==> src/rtl/rvfi_serial_pkg.sv <==
// Shared types for the RVFI order serializer: the retirement record carried
// through the reorder window and out on the single in-order channel.
package rvfi_serial_pkg;

    localparam int ORDER_W   = 64;
    localparam int INSN_W    = 32;
    localparam int RVFI_XLEN = 32;

    typedef struct packed {
        logic [ORDER_W-1:0]   order;
        logic [INSN_W-1:0]    insn;
        logic                 trap;
        logic [RVFI_XLEN-1:0] pc_rdata;
        logic [RVFI_XLEN-1:0] pc_wdata;
    } rvfi_entry_t;

endpackage

==> src/rtl/rvfi_reorder_window.sv <==
// DEPTH-entry reorder storage with per-slot valid bits, NRET prioritised write
// ports (lowest port wins a slot) and one read/clear port.
module rvfi_reorder_window
    import rvfi_serial_pkg::*;
#(
    parameter int NRET  = 2,
    parameter int DEPTH = 8
) (
    input  logic                                    clock,
    input  logic                                    resetn,
    input  logic        [NRET-1:0]                  wr_en,
    input  logic        [NRET-1:0][$clog2(DEPTH)-1:0] wr_idx,
    input  rvfi_entry_t [NRET-1:0]                  wr_data,
    output logic        [NRET-1:0]                  wr_dup,
    input  logic        [$clog2(DEPTH)-1:0]         rd_idx,
    input  logic                                    rd_clear,
    output logic                                    rd_valid,
    output rvfi_entry_t                             rd_data,
    output logic        [$clog2(DEPTH):0]           count
);

    localparam int IDX_W = $clog2(DEPTH);

    logic        [DEPTH-1:0] slot_valid;
    logic        [DEPTH-1:0] valid_nxt;
    rvfi_entry_t             slot_data [DEPTH];
    logic        [NRET-1:0]  wr_acc;
    logic                    hit;

    // A write is refused if the slot is already held or a lower port claims
    // the same slot this cycle.
    always_comb begin
        // NOTE: every variable gets a default before any conditional update, so no latch is inferred.
        wr_acc = '0;
        wr_dup = '0;
        hit    = 1'b0;
        for (int i = 0; i < NRET; i++) begin
            hit = slot_valid[wr_idx[i]];
            for (int j = 0; j < i; j++) begin
                if (wr_en[j] && (wr_idx[j] == wr_idx[i])) hit = 1'b1;
            end
            if (wr_en[i]) begin
                if (hit) wr_dup[i] = 1'b1;
                else     wr_acc[i] = 1'b1;
            end
        end
    end

    always_comb begin
        valid_nxt = slot_valid;
        if (rd_clear) valid_nxt[rd_idx] = 1'b0;
        for (int i = 0; i < NRET; i++) begin
            if (wr_acc[i]) valid_nxt[wr_idx[i]] = 1'b1;
        end
    end

    // NOTE: sequential state uses non-blocking assignments so every register samples pre-edge values.
    always_ff @(posedge clock or negedge resetn) begin
        if (!resetn) slot_valid <= '0;
        else         slot_valid <= valid_nxt;
    end

    // NOTE: the payload array is not reset; the valid bits alone decide whether a slot is meaningful.
    always_ff @(posedge clock) begin
        for (int i = 0; i < NRET; i++) begin
            if (wr_acc[i]) slot_data[wr_idx[i]] <= wr_data[i];
        end
    end

    assign rd_valid = slot_valid[rd_idx];
    assign rd_data  = slot_data[rd_idx];

    always_comb begin
        count = '0;
        for (int d = 0; d < DEPTH; d++) begin
            count = count + {{IDX_W{1'b0}}, slot_valid[d]};
        end
    end

endmodule

==> src/rtl/rvfi_order_serializer.sv <==
// Collects up to NRET RVFI retirements per cycle and replays them one per cycle
// in strictly ascending rvfi_order, flagging window overflow and duplicates.
module rvfi_order_serializer
    import rvfi_serial_pkg::*;
#(
    parameter int XLEN  = RVFI_XLEN,
    parameter int NRET  = 2,
    parameter int DEPTH = 8
) (
    input  logic                      clock,
    input  logic                      resetn,
    input  logic [NRET-1:0]           in_valid,
    input  logic [NRET*ORDER_W-1:0]   in_order,
    input  logic [NRET*INSN_W-1:0]    in_insn,
    input  logic [NRET-1:0]           in_trap,
    input  logic [NRET*XLEN-1:0]      in_pc_rdata,
    input  logic [NRET*XLEN-1:0]      in_pc_wdata,
    output logic                      out_valid,
    output logic [ORDER_W-1:0]        out_order,
    output logic [INSN_W-1:0]         out_insn,
    output logic                      out_trap,
    output logic [XLEN-1:0]           out_pc_rdata,
    output logic [XLEN-1:0]           out_pc_wdata,
    output logic                      err_window,
    output logic                      err_dup,
    output logic [$clog2(DEPTH):0]    occupancy
);

    localparam int IDX_W = $clog2(DEPTH);

    logic        [ORDER_W-1:0]            exp_order;
    logic        [NRET-1:0][ORDER_W-1:0]  ch_order;
    logic        [NRET-1:0][ORDER_W-1:0]  ch_offset;
    logic        [NRET-1:0]               wr_en;
    logic        [NRET-1:0]               win_err;
    logic        [NRET-1:0]               wr_dup;
    logic        [NRET-1:0][IDX_W-1:0]    wr_idx;
    rvfi_entry_t [NRET-1:0]               wr_data;
    logic                                 rd_valid;
    rvfi_entry_t                          rd_data;
    rvfi_entry_t                          out_q;

    // Window test is done as (order >= exp) && (order - exp < DEPTH) so it
    // stays correct even when exp_order + DEPTH would overflow 64 bits.
    always_comb begin
        ch_order  = '0;
        ch_offset = '0;
        wr_en     = '0;
        win_err   = '0;
        wr_idx    = '0;
        wr_data   = '0;
        for (int i = 0; i < NRET; i++) begin
            ch_order[i]  = in_order[i*ORDER_W +: ORDER_W];
            ch_offset[i] = ch_order[i] - exp_order;
            wr_idx[i]    = ch_order[i][IDX_W-1:0];
            wr_data[i]   = '{order:    ch_order[i],
                             insn:     in_insn[i*INSN_W +: INSN_W],
                             trap:     in_trap[i],
                             pc_rdata: in_pc_rdata[i*XLEN +: XLEN],
                             pc_wdata: in_pc_wdata[i*XLEN +: XLEN]};
            if (in_valid[i]) begin
                if ((ch_order[i] >= exp_order) && (ch_offset[i] < ORDER_W'(DEPTH)))
                    wr_en[i] = 1'b1;
                else
                    win_err[i] = 1'b1;
            end
        end
    end

    rvfi_reorder_window #(
        .NRET  (NRET),
        .DEPTH (DEPTH)
    ) u_window (
        .clock    (clock),
        .resetn   (resetn),
        .wr_en    (wr_en),
        .wr_idx   (wr_idx),
        .wr_data  (wr_data),
        .wr_dup   (wr_dup),
        .rd_idx   (exp_order[IDX_W-1:0]),
        .rd_clear (rd_valid),
        .rd_valid (rd_valid),
        .rd_data  (rd_data),
        .count    (occupancy)
    );

    // Emit the head slot when it is present; otherwise hold the last payload.
    always_ff @(posedge clock or negedge resetn) begin
        if (!resetn) begin
            exp_order  <= '0;
            out_valid  <= 1'b0;
            out_q      <= '0;
            err_window <= 1'b0;
            err_dup    <= 1'b0;
        end else begin
            out_valid  <= rd_valid;
            if (rd_valid) begin
                out_q     <= rd_data;
                exp_order <= exp_order + 1'b1;
            end
            err_window <= err_window | (|win_err);
            err_dup    <= err_dup | (|wr_dup);
        end
    end

    assign out_order    = out_q.order;
    assign out_insn     = out_q.insn;
    assign out_trap     = out_q.trap;
    assign out_pc_rdata = out_q.pc_rdata;
    assign out_pc_wdata = out_q.pc_wdata;

endmodule
==> config.mk <==
export PLATFORM = sky130hd
export DESIGN_NAME = rvfi_order_serializer
export DESIGN_NICKNAME = d
export VERILOG_FILES = /design/src/rtl/rvfi_serial_pkg.sv /design/src/rtl/rvfi_reorder_window.sv /design/src/rtl/rvfi_order_serializer.sv
export SDC_FILE = /design/constraint.sdc
export NUM_CORES = 2
export LEC_CHECK = 0
export CAP_MARGIN = 20
export CORE_MARGIN = 4
export CORE_UTILIZATION = 60
export CTS_BUF_LIST = sky130_fd_sc_hd__clkbuf_8 sky130_fd_sc_hd__clkbuf_16
export DETAILED_ROUTE_END_ITERATION = 16
export PLACE_DENSITY = 0.8
export SLEW_MARGIN = 20
export SYNTH_ARGS = -nofsm -noshare
export SYNTH_HDL_FRONTEND = slang
export SYNTH_SLANG_ARGS = --single-unit
export TNS_END_PERCENT = 30
==> constraint.sdc <==
create_clock -name clock -period 42.2 [get_ports clock]
set_clock_uncertainty 0.05 [all_clocks]
set_input_delay 12.66 -clock clock [delete_from_list [all_inputs] [get_ports clock]]
set_output_delay 12.66 -clock clock [all_outputs]
set_load 0.005 [all_outputs]
==> flow_metrics.tcl <==
set metrics [dict create \
    cp-start-kind "primary input" \
    cp_cell_sequence "clkdlybuf4s50_1 > ha_1 > a21oi_1 > o21ai_0 > a211oi_1 > a211oi_1 > nor3_1 > xnor2_1 > nor4_1 > nand4b_1 > nor4bb_1 > nor4bb_1 > nand4_1 > o21ai_4 > buf_4 > buf_4" \
    async_flop_share_pct 15.5 \
    grt_pass1_vias 59700 \
    placed_area_mm2 0.0928 \
    setup_tns_ps 0 \
    htree_num_levels 4 \
    cts_buffers 162 \
    syn_area_mm2 0.0867 \
    insertion_delay_ps 810 \
    area_delta_synth_final_pct 13.4 \
    synth_common_cells "1288 x edfxtp_1, 696 x mux2_4, 586 x nand2_1" \
    clock_sinks 1524 \
    syn_avg_cell_area_um2 14.0 \
    nets 6992 \
    cts_hold_buf 0 \
    synth_edf_count 1288 \
    wire_per_inst_um 31.2 \
    power_leakage_nw 36.0 \
    top_level_ports 494 \
    dieArea_mm2 0.151 \
    dr_wl_met3_mm 23.4 \
    p_per_area_mw_per_mm2 34.0 \
    worst_pin_slew_ps 1230 \
    post-route-min-period_ps 20640 \
    rr_startpoint "exp_order[1]" \
    synth_most_common_cell "edfxtp_1" \
    fillers 9680 \
    rows 139 \
    synthCells 6182 \
    clk_path_buf_depth 3 \
    vias 58700 \
    yosysTopAreaCell "edfxtp_1" \
    finalHoldViolCount 0 \
    route.met2.wl_mm 131 \
    core_mm2 0.144 \
    multi_input_area_mm2 0.0397 \
    rsz0062_at_grt "false" \
    irDropWorstVdd_uv 34.3 \
    dieHeight_um 388 \
    dr.max_layer_used "met5" \
    grt.total_usage_pct 35.0 \
    vias_per_cell 6.83 \
    holdCritPathClass "reg -> reg" \
    synth_flop_cell "edfxtp_1" \
    clk_pin_slew_ps 50 \
    grt_max_degree 154 \
    cp_slowest_cell "o21ai_4" \
    synth_cell_types 93 \
    start_util_pct 60.4 \
    slew_headroom_pct 18.0 \
    overflow 0 \
    syn_nets 6644 \
    slew_viol_final 0 \
    maxCapViolCount 0 \
    holdCritStartpoint "exp_order[26]" \
    synth.top_cell.area_share_pct 44.6 \
    ys_ff_latch 1524 \
    register_area_mm2 0.0446 \
    cts_resized 0 \
    routabilityCongestion 1.00 \
    fin_area_mm2 0.0983 \
    critPathLaunch "in_order[19]" \
    cp_num_buf_inv 3 \
    grt_pass1_wl_mm 395 \
    ys_warn_count 0 \
    finalSetupViolCount 0 \
    drc 0 \
    synthTopCellsByArea "edfxtp_1 45%, mux2_4 12%, mux4_2 8.5%" \
    die_w_um 388 \
    criticalPathCategory "in -> reg" \
    cts_setup_buffers 0 \
    crit_required_ps 42550 \
    tritoncts "done" \
    first_iter_violations 6457 \
    max_stage_delay_ps 980 \
    drive_above_1_share_pct 29.7 \
    fmax_mhz 48.4 \
    cp.arrival_ps 20990 \
    layout_worst_path_cycle_share_pct 48.9 \
    path_max_fanout 51 \
    postRouteAntennaNets 0 \
    path_delay_family "simple AND/OR/NAND/NOR gates" \
    port_buffers 493 \
    end_kind "flop" \
    post-dp-hpwl_mm 172 \
    routed_wl_mm 268 \
    cts-root-buf "clkbuf_16" \
    status "complete, no violations" \
    antenna_found_initial 47 \
    m1WireLength_mm 104 \
    drtPass1Iterations 7 \
    seq_area_frac_synth_pct 51.4 \
]
==> flip-flops by register name, indices dropped and copies added, names as in the netlist, 8 cells and up <==
register             cells
exp_order               64
out_insn                32
out_order               64
out_pc_rdata            32
out_pc_wdata            32
u_window.slot_data    1288
u_window.slot_valid      8
==> per-layer routing <==
layer  track usage [%]  vias to the layer above
met5                 0                        -
met4              13.4                       32
met3              6.74                      516
met2              58.1                     3098
met1              46.0                    30200
li1                  -                    24900
==> report_power, final <==
group	switching [mW]	internal, mW	total [mW]
clock	0.618	0.812	1.43
sequential	0	1.63	1.63
combinational	0.156	0.129	0.286
total	0.774	2.57	3.35
==> cell type report <==
type	count	area share, %
antenna	31	0.0789
inverter	109	0.429
multi-input combinational	4163	40.4
tap	1903	2.42
clock buffer	185	4.46
sequential	1524	45.4
timing repair buffer	570	5.85
clock inverter	121	1.04
==> placed cells by master (no fill, tap or decap), drive strengths merged, types with 16 or more instances in the layout <==
cell	Yosys	layout
and2	24	24
ha	132	132
nand3	80	80
or2	19	19
inv	109	158
nand2b	22	22
or3	28	28
mux4	326	326
clkdlybuf4s50	0	492
a21boi	16	16
xor2	20	20
a31oi	180	180
o221ai	17	17
a21oi	196	196
o21a	51	51
clkbuf	180	185
and4	18	18
nor2	349	349
clkinv	0	59
edfxtp	1288	1288
nor4	39	39
a21o	32	32
nand4	115	115
a211oi	26	26
diode	0	31
xnor2	92	92
dfrtp	236	236
mux2i	17	17
nor3	69	69
nand2	586	586
mux2	1268	1268
o21ai	151	151
o211ai	25	25
buf	206	78
==> worst paths after layout <==
path | cells after the start | slack [ps] | to
setup / recovery | 16 | 21560 | u_window.slot_data[6][128]
hold / removal | 1 | 420 | exp_order[26]
setup reg to reg | 15 | 32900 | u_window.slot_data[6][128]
hold reg to reg | 1 | 420 | exp_order[26]
max in group asynchronous | 3 | 28160 | out_order[31]
min in group asynchronous | 1 | 11780 | out_trap
==> per-stage QoR <==
stage | instances | hold slack [ps] | utilization (%) | power, mW | worst slack (ps)
final | 8606 | 419 | 68.4 | 3.35 | 21560
after global routing | 8592 | 450 | 68.4 | 3.44 | 21060
after CTS | 8575 | 424 | 68.4 | 3.35 | 21670
after detailed placement | 8269 | 414 | 64.6 | 1.94 | 20880
after global placement | 8266 | 409 | 64.6 | 1.94 | 20740
after floorplan | 6182 | 395 | - | 1.82 | 13860
==> cells by family after synthesis <==
family                   synth area share (%)
AO/OA/AOI/OAI                            6.51
XOR/XNOR                                 1.13
adder cells (fa/ha/maj)                  2.00
buffers and inverters                    2.96
flip-flops                               51.4
multiplexers                             28.1
AND/OR/NAND/NOR                          7.87
(Power assumes the default switching activity.)
